`src/rtl/shiftreg_ctrl.sv`:
```
// Load/monitor sequencer for a recirculating shift register: serial MSB-first load over WIDTH cycles,
// then free rotation with phase tracking, aligned snapshots and a sticky shadow-compare error.
module shiftreg_ctrl #(
  parameter int WIDTH = 8
) (
  input  logic             clk,
  input  logic             rst_p,
  input  logic             cmd_valid,
  output logic             cmd_ready,
  input  logic [WIDTH-1:0] cmd_data,
  output logic             sr_sw,
  output logic             sr_din,
  input  logic [WIDTH-1:0] sr_pout,
  input  logic             sr_sout,
  output logic             aligned,
  output logic             busy,
  output logic             rd_valid,
  output logic [WIDTH-1:0] rd_data,
  output logic             err,
  input  logic             err_clr
);

  localparam int IW = (WIDTH > 1) ? $clog2(WIDTH) : 1;
  localparam logic [IW-1:0] LAST = IW'(WIDTH - 1);

  typedef enum logic {
    ROT  = 1'b0,
    LOAD = 1'b1
  } state_e;

  state_e           state_q, state_d;
  logic [IW-1:0]    idx_q, idx_d;
  logic [IW-1:0]    phase_q, phase_d;
  logic [WIDTH-1:0] shadow_q, shadow_d;
  logic [WIDTH-1:0] rd_data_q, rd_data_d;
  logic             rd_valid_q, rd_valid_d;
  logic             err_q, err_d;

  logic [IW-1:0]    ser_sel;
  logic             ser_mism;
  logic             par_mism;
  logic             mism;

  // The register holds rotate-left(shadow, phase), so its MSB is shadow[WIDTH-1-phase].
  assign ser_sel  = LAST - phase_q;
  assign ser_mism = (sr_sout != shadow_q[ser_sel]);
  assign par_mism = (phase_q == '0) && (sr_pout != shadow_q);
  assign mism     = (state_q == ROT) && (ser_mism || par_mism);

  always_comb begin
    state_d    = state_q;
    idx_d      = idx_q;
    phase_d    = phase_q;
    shadow_d   = shadow_q;
    rd_data_d  = rd_data_q;
    rd_valid_d = 1'b0;

    case (state_q)
      ROT: begin
        phase_d = (phase_q == LAST) ? '0 : phase_q + IW'(1);
        if (phase_q == '0) begin
          rd_data_d  = sr_pout;
          rd_valid_d = 1'b1;
        end
        if (cmd_valid) begin
          shadow_d = cmd_data;
          idx_d    = LAST;
          state_d  = LOAD;
        end
      end
      LOAD: begin
        idx_d = idx_q - IW'(1);
        if (idx_q == '0) begin
          state_d = ROT;
          phase_d = '0;
        end
      end
      default: state_d = ROT;
    endcase

    // A mismatch on the same edge as err_clr must still leave err set.
    err_d = (err_q && !err_clr) || mism;
  end

  always_ff @(posedge clk) begin
    if (rst_p) begin
      state_q    <= ROT;
      idx_q      <= LAST;
      phase_q    <= '0;
      shadow_q   <= '0;
      rd_data_q  <= '0;
      rd_valid_q <= 1'b0;
      err_q      <= 1'b0;
    end else begin
      state_q    <= state_d;
      idx_q      <= idx_d;
      phase_q    <= phase_d;
      shadow_q   <= shadow_d;
      rd_data_q  <= rd_data_d;
      rd_valid_q <= rd_valid_d;
      err_q      <= err_d;
    end
  end

  assign cmd_ready = (state_q == ROT);
  assign busy      = (state_q == LOAD);
  assign sr_sw     = (state_q == LOAD);
  assign sr_din    = (state_q == LOAD) && shadow_q[idx_q];
  assign aligned   = (state_q == ROT) && (phase_q == '0);
  assign rd_valid  = rd_valid_q;
  assign rd_data   = rd_data_q;
  assign err       = err_q;

endmodule
```
`config.mk`:
```
export PLATFORM = sky130hd
export DESIGN_NAME = shiftreg_ctrl
export DESIGN_NICKNAME = d
export VERILOG_FILES = /design/src/rtl/shiftreg_ctrl.sv
export SDC_FILE = /design/constraint.sdc
export NUM_CORES = 1
export LEC_CHECK = 0
export CAP_MARGIN = 15
export CORE_UTILIZATION = 40
export DETAILED_ROUTE_END_ITERATION = 7
export GPL_ROUTABILITY_DRIVEN = 0
export PLACE_DENSITY = 0.66
export REMOVE_ABC_BUFFERS = 1
export SLEW_MARGIN = 40
export SYNTH_ARGS = -nofsm -noshare
export SYNTH_HDL_FRONTEND = slang
export SYNTH_SLANG_ARGS = --single-unit
```
`constraint.sdc`:
```
create_clock -name clk -period 4.34 [get_ports clk]
set_input_delay 1.302 -clock clk [delete_from_list [all_inputs] [get_ports clk]]
set_output_delay 1.302 -clock clk [all_outputs]
set_load 0.05 [all_outputs]
```
==> results.json, run 1 <==
{
  "timing.reg2reg.worst_path_depth": 5,
  "edff_count_synth": 0,
  "yosysWarnings": 0,
  "post-route-min-period_ns": 3.61,
  "p_clk_share_pct": 20.3,
  "ff2ff_setup_slack_ns": 2.73,
  "layout_commonest_cell": "sky130_fd_sc_hd__clkdlybuf4s50_1",
  "cell_family_with_most_cp_delay": "buffers and inverters",
  "worst-endpoint-arrival_ns": 2.31,
  "max-cap-violations": 0,
  "cts_resized": 0,
  "setup_repair_after_global_routing_missed_its_margin": "no",
  "timing.critical_path.to": "aligned",
  "layoutNonFillerInstCount": 189,
  "clockRootBuffer": "sky130_fd_sc_hd__clkbuf_4",
  "critical_path_depth": 4,
  "drt_iter0_drc": 28,
  "min_period_over_period_pct": 83.2,
  "core_um2": 2810,
  "tightestPinTransition_ns": 0.548,
  "antenna_violations_before_repair": 0,
  "powerDensity_nw_per_um2": 335,
  "die-height_um": 56.9,
  "setup_viol": 0,
  "power.internal_mw": 0.357,
  "timing.critical_path.slowest_stage_cell": "sky130_fd_sc_hd__clkdlybuf4s50_1",
  "final_design_area_no_fill_um2": 1600,
  "area_growth_syn_to_layout_pct": 32.8,
  "postSynthCellCount": 124,
  "via_count_of_the_first_global_routing_pass": 964,
  "path_cells": "inv_1, and2_1, buf_4, clkdlybuf4s50_1",
  "antenna_left": 0,
  "cts_tree": "done",
  "reg2reg_from": "busy",
  "status": "complete, but fails checks",
  "grt_util_all_layers_pct": 17.8,
  "buffer_and_inverter_count_on_the_worst_path": 3,
  "achievable_clock_frequency_ghz": 0.277,
  "grt-ovfl-total": 0,
  "dp_hpwl_um": 1980,
  "critical_path_required_ns": 3.04,
  "cts_sinks": 25,
  "kind_of_capture_point_of_the_worst_setup_path": "output port",
  "detailroute.via_count": 972,
  "setup_tns_ns": 0,
  "violated_checks": "design-rule violations",
  "post_synth_instance_area_um2": 1200,
  "first_pass_iters": 6,
  "fp-row-count": 19,
  "initial_core_util_pct": 43.0,
  "layout_setup_ws_ns": 0.730,
  "skew_ns": 0.00217,
  "combinational_share_of_power_pct": 30.3,
  "htree_num_levels": 1,
  "p_seq_share_pct": 49.4,
  "grt_max_degree": 26,
  "wl_per_cell_um": 13.8,
  "dieArea_um2": 3240,
  "place_area_um2": 1570,
  "ys_seq_elements": 25,
  "die_w_um": 56.9,
  "max-clock-path-buffers": 2,
  "cts.hold.buffers_added": 0,
  "fillers": 267,
  "viasPerCell": 5.14,
  "yosys.cell_types.count": 24,
  "cts-buffers-inserted": 3,
  "timing.final.hold_violations": 0,
  "route.detailed.drc": 4,
  "floorplan.io_pins": 36,
  "postSynth.topFlopCell": "sky130_fd_sc_hd__dfxtp_1",
  "worstSetupPathType": "flop to output port",
  "dp_slack_ns": 1.14,
  "mostFrequentLayoutCells": "sky130_fd_sc_hd__clkdlybuf4s50_1, sky130_fd_sc_hd__dfxtp_1, sky130_fd_sc_hd__nor2_1",
  "critical_path_peak_fanout": 17,
  "p_leak_nw": 0.650,
  "endpoint_of_the_worst_slack_reg_to_reg_timing_path": "rd_data[0]",
  "syn_avg_cell_area_um2": 9.72,
  "final.hold.worst_slack_ns": 0.510,
  "wire_length_of_the_first_global_routing_pass_um": 4450,
  "clk-insertion-delay-late_ns": 0.32,
  "antenna-diode-count": 0,
  "buffer_ports.inserted": 35,
  "clk_pin_slew_worst_paths_ns": 0.15,
  "synthArstFlopShare_pct": 0,
  "drt-total-wl_um": 2610,
  "post_route_cells_drive_above_1_share_pct": 8.23,
  "switching_power_mw": 0.180,
  "hp-class": "flop to flop",
  "finalMaxSlewViolations": 0,
  "nNetsFinal": 185,
  "swShare_pct": 33.5,
  "numPlacedInstances": 185,
  "timing.critical_path.from": "busy",
  "worst_path_largest_cell_delay_ns": 0.71,
  "seq_area_frac_synth_pct": 41.5,
  "cts_post_setup_buffers_inserted": 0,
  "setup.worst_path.start_class": "flop",
  "power.ir.vdd_worst_mv": 0.195,
  "worst_slew_margin_rel_pct": 63.4
}
through the flow:
stage               utilization [%]  power, mW
floorplan                         -      0.369
global placement               56.1      0.429
detailed placement             56.1      0.434
CTS                            57.1      0.541
global route                   57.0      0.562
finish                         57.0      0.537
power by group through the flow:
stage	logic, mW	clock network, mW	registers (mW)
2_1_floorplan	0.0668	0	0.303
3_3_place_gp	0.160	0	0.269
3_5_place_dp	0.163	0	0.270
4_1_cts	0.164	0.111	0.265
5_1_grt	0.173	0.121	0.268
6_report	0.163	0.109	0.265
synth_stat cells (3+ instances only):
cell type                  number  area share [%]
sky130_fd_sc_hd__dfxtp_1       25              42
sky130_fd_sc_hd__nor2_1        18             5.6
sky130_fd_sc_hd__mux2i_1       17              14
sky130_fd_sc_hd__xnor2_1        8             5.8
sky130_fd_sc_hd__inv_1          7             2.2
sky130_fd_sc_hd__a21oi_1        6             2.5
sky130_fd_sc_hd__ha_1           5             5.2
sky130_fd_sc_hd__nand2_1        5             1.6
sky130_fd_sc_hd__mux4_2         4             7.5
sky130_fd_sc_hd__clkbuf_1       3            0.93
sky130_fd_sc_hd__nand3_1        3             1.2
sky130_fd_sc_hd__nor2b_1        3             1.6
sky130_fd_sc_hd__nor3_1         3             1.2
worst min path at each step:
stage | startpoint | end | cells after the start
2_1_floorplan | phase_q[1] | phase_q[1] | 2
3_3_place_gp | rd_data[5] | rd_data[5] | 2
3_5_place_dp | rd_data[3] | rd_data[3] | 2
4_1_cts | phase_q[1] | phase_q[1] | 2
5_1_grt | phase_q[1] | phase_q[1] | 2
6_report | rd_data[3] | rd_data[3] | 2
kinds of logic after synthesis:
logic type / count (synthesis) / synth area share, %
simple gates: 39 / 14.8
flops: 25 / 41.5
mux: 21 / 21.6
buf+inv: 13 / 4.57
compound gates: 12 / 5.71
xor+xnor: 9 / 6.54
fa+ha+maj: 5 / 5.19
per-layer routing:
| layer | part of all wire (%) | vias to the layer above | track usage, % | wire (µm) |
|---|---|---|---|---|
| met5 | 0 | - | 0 | 0 |
| met4 | 0.81 | 0 | 4.18 | 21 |
| met3 | 3.5 | 2 | 3.00 | 92 |
| met2 | 53 | 20 | 31.9 | 1380 |
| met1 | 42 | 464 | 22.0 | 1110 |
| li1 | - | 486 | - | - |
worst min-delay path, delay by kind of cell, from the launching register on:
family           cells  cell delay, ns
flip-flops           1            0.35
AND/OR/NAND/NOR      1            0.07
multiplexers         1            0.06
layout make-up:
class / instances / area (µm²) / share of cell area (%)
sequential: 25 / 500 / 31.3
tap: 31 / 38.8 / 2.42
clock inverter: 1 / 7.51 / 0.469
timing repair buffer: 36 / 353 / 22.0
inverter: 7 / 26.3 / 1.64
multi-input combinational: 86 / 652 / 40.7
clock buffer: 3 / 22.5 / 1.41
state kept, by name, summed over array words and instances, names as in the netlist:
name	count
err	1
shadow_q	8
rd_valid	1
busy	1
rd_data	8
idx_q	3
phase_q	3
Power figures use the tool's default switching activity.
==> run 2: changes to the inputs <==
--- a/config.mk
+++ b/config.mk
@@ -9,7 +9,7 @@
 export CORE_UTILIZATION = 40
 export DETAILED_ROUTE_END_ITERATION = 7
 export GPL_ROUTABILITY_DRIVEN = 0
-export PLACE_DENSITY = 0.66
+export PLACE_DENSITY = 0.68
 export REMOVE_ABC_BUFFERS = 1
 export SLEW_MARGIN = 40
 export SYNTH_ARGS = -nofsm -noshare
==> constraint.sdc (replaced) <==
create_clock -name clk -period 3.25 [get_ports clk]
set_input_delay 0.975 -clock clk [delete_from_list [all_inputs] [get_ports clk]]
set_output_delay 0.975 -clock clk [all_outputs]
set_load 0.05 [all_outputs]
==> run 2 against run 1 <==
Compared with the run above:
- the flow still finishes with violations (design-rule violations)
- utilization rose by 0.67 points
- clock skew rose by 0.0081 ns
- non-clock buffer count rose by 3
- hold slack improved by 0.00075 ns
- critical endpoint is now sr_din
- largest cell class unchanged
- largest power group unchanged
==> results.json, run 2 (same netlist as run 1, synthesis figures left out) <==
{
  "status": "complete, but fails checks",
  "violated_checks": "design-rule violations",
  "hp-class": "flop to flop",
  "report.power.total_mw": 0.713,
  "initial_core_util_pct": 43.0,
  "power.internal_mw": 0.479,
  "dp_hpwl_um": 2010,
  "powerDensity_nw_per_um2": 441,
  "reg2reg_from": "phase_q[0]",
  "die-height_um": 56.9,
  "timing.critical_path.from": "idx_q[0]",
  "via_count_of_the_first_global_routing_pass": 997,
  "critical_path_required_ns": 2.27,
  "grt_util_all_layers_pct": 17.3,
  "endpoint_of_the_worst_slack_reg_to_reg_timing_path": "rd_data[5]",
  "cts-buffers-inserted": 3,
  "place_area_um2": 1590,
  "setup_viol": 0,
  "timing.final.hold_violations": 0,
  "cts_sinks": 25,
  "tightestPinTransition_ns": 0.665,
  "dp_slack_ns": 0.495,
  "antenna_left": 0,
  "final_design_area_no_fill_um2": 1620,
  "cts_tree": "done",
  "final.hold.worst_slack_ns": 0.510,
  "die_w_um": 56.9,
  "layout_commonest_cell": "sky130_fd_sc_hd__clkdlybuf4s50_1",
  "path_cells": "mux4_2, nand2_1, a21oi_1, clkdlybuf4s50_1",
  "p_leak_nw": 0.665,
  "grt-ovfl-total": 0,
  "wl_per_cell_um": 13.5,
  "mostFrequentLayoutCells": "sky130_fd_sc_hd__clkdlybuf4s50_1, sky130_fd_sc_hd__dfxtp_1, sky130_fd_sc_hd__nor2_1",
  "floorplan.io_pins": 36,
  "antenna-diode-count": 0,
  "detailroute.via_count": 985,
  "worst_slew_margin_rel_pct": 55.5,
  "cell_family_with_most_cp_delay": "buffers and inverters",
  "area_growth_syn_to_layout_pct": 34.4,
  "htree_num_levels": 1,
  "cts.hold.buffers_added": 0,
  "p_clk_share_pct": 19.7,
  "worst-endpoint-arrival_ns": 2.13,
  "numPlacedInstances": 188,
  "max-cap-violations": 0,
  "cts_resized": 0,
  "combinational_share_of_power_pct": 31.4,
  "critical_path_depth": 4,
  "timing.critical_path.slowest_stage_cell": "sky130_fd_sc_hd__clkdlybuf4s50_1",
  "critical_path_peak_fanout": 5,
  "route.detailed.drc": 3,
  "clk_pin_slew_worst_paths_ns": 0.14,
  "switching_power_mw": 0.234,
  "max-clock-path-buffers": 2,
  "post-route-min-period_ns": 3.11,
  "wire_length_of_the_first_global_routing_pass_um": 4310,
  "layoutNonFillerInstCount": 192,
  "clockRootBuffer": "sky130_fd_sc_hd__clkbuf_4",
  "ff2ff_setup_slack_ns": 1.64,
  "nNetsFinal": 188,
  "cts_post_setup_buffers_inserted": 0,
  "final_util_pct": 57.7,
  "worstSetupPathType": "flop to output port",
  "viasPerCell": 5.13,
  "core_um2": 2810,
  "buffer_and_inverter_count_on_the_worst_path": 1,
  "timing.critical_path.to": "sr_din",
  "first_pass_iters": 6,
  "drt-total-wl_um": 2600,
  "grt_max_degree": 18,
  "skew_ns": 0.0103,
  "worst_path_largest_cell_delay_ns": 0.70,
  "layout_setup_ws_ns": 0.142,
  "timing.reg2reg.worst_path_depth": 7,
  "finalMaxSlewViolations": 0,
  "setup.worst_path.start_class": "flop",
  "buffer_ports.inserted": 35,
  "antenna_violations_before_repair": 0,
  "achievable_clock_frequency_ghz": 0.322,
  "fp-row-count": 19,
  "drt_iter0_drc": 23,
  "setup_repair_after_global_routing_missed_its_margin": "no",
  "p_seq_share_pct": 49.0,
  "clk-insertion-delay-late_ns": 0.32,
  "min_period_over_period_pct": 95.6,
  "kind_of_capture_point_of_the_worst_setup_path": "output port",
  "swShare_pct": 32.8,
  "dieArea_um2": 3240,
  "post_route_cells_drive_above_1_share_pct": 8.70,
  "setup_tns_ns": 0,
  "power.ir.vdd_worst_mv": 0.201
}
==> run 2: cell types whose count changed in the layout (fill, tap and decap cells not counted) <==
cell / delta
sky130_fd_sc_hd__buf_4: +4
sky130_fd_sc_hd__nor2b_2: -1
sky130_fd_sc_hd__buf_2: -1
sky130_fd_sc_hd__clkinvlp_4: -1
sky130_fd_sc_hd__nor2b_1: +1
sky130_fd_sc_hd__clkbuf_1: +1
==> run 2: worst min path at each step <==
stage	cells past startpoint	end	slack, ns	startpoint
after CTS	2	err	0.52	err
final	2	rd_data[7]	0.51	rd_data[7]
after global placement	2	rd_data[3]	0.47	rd_data[3]
after floorplan	2	phase_q[1]	0.46	phase_q[1]
after global routing	2	phase_q[1]	0.55	phase_q[1]
after detailed placement	2	rd_data[4]	0.49	rd_data[4]
==> run 2: power groups by stage <==
stage | combinational [mW] | sequential, mW | clock, mW
floorplan | 0.0892 | 0.404 | 0
global placement | 0.223 | 0.355 | 0
detailed placement | 0.225 | 0.356 | 0
CTS | 0.226 | 0.349 | 0.145
global route | 0.239 | 0.353 | 0.158
finish | 0.224 | 0.349 | 0.140
==> run 2: per-layer routing <==
layer / global-route usage [%] / vias to the layer above / part of all wire (%)
li1: - / 493 / -
met1: 20.6 / 468 / 45
met2: 30.3 / 22 / 51
met3: 2.07 / 2 / 3.3
met4: 9.06 / 0 / 0.81
met5: 0 / - / 0
==> run 2: final cells by class <==
cell class | count | area [µm²]
clock buffers | 4 | 26.3
fillers | 261 | 1190
inverters | 7 | 26.3
repair buffers | 39 | 378
multi-input cells | 86 | 649
flip-flops and latches | 25 | 500
well taps | 31 | 38.8
==> run 2: worst reg2reg max path, delay by kind of cell, from the launching register on <==
family | cells | cell delay [ns]
simple gates | 3 | 0.36
mux | 1 | 0.17
fa+ha+maj | 1 | 0.20
buf+inv | 2 | 0.27
flops | 1 | 0.49
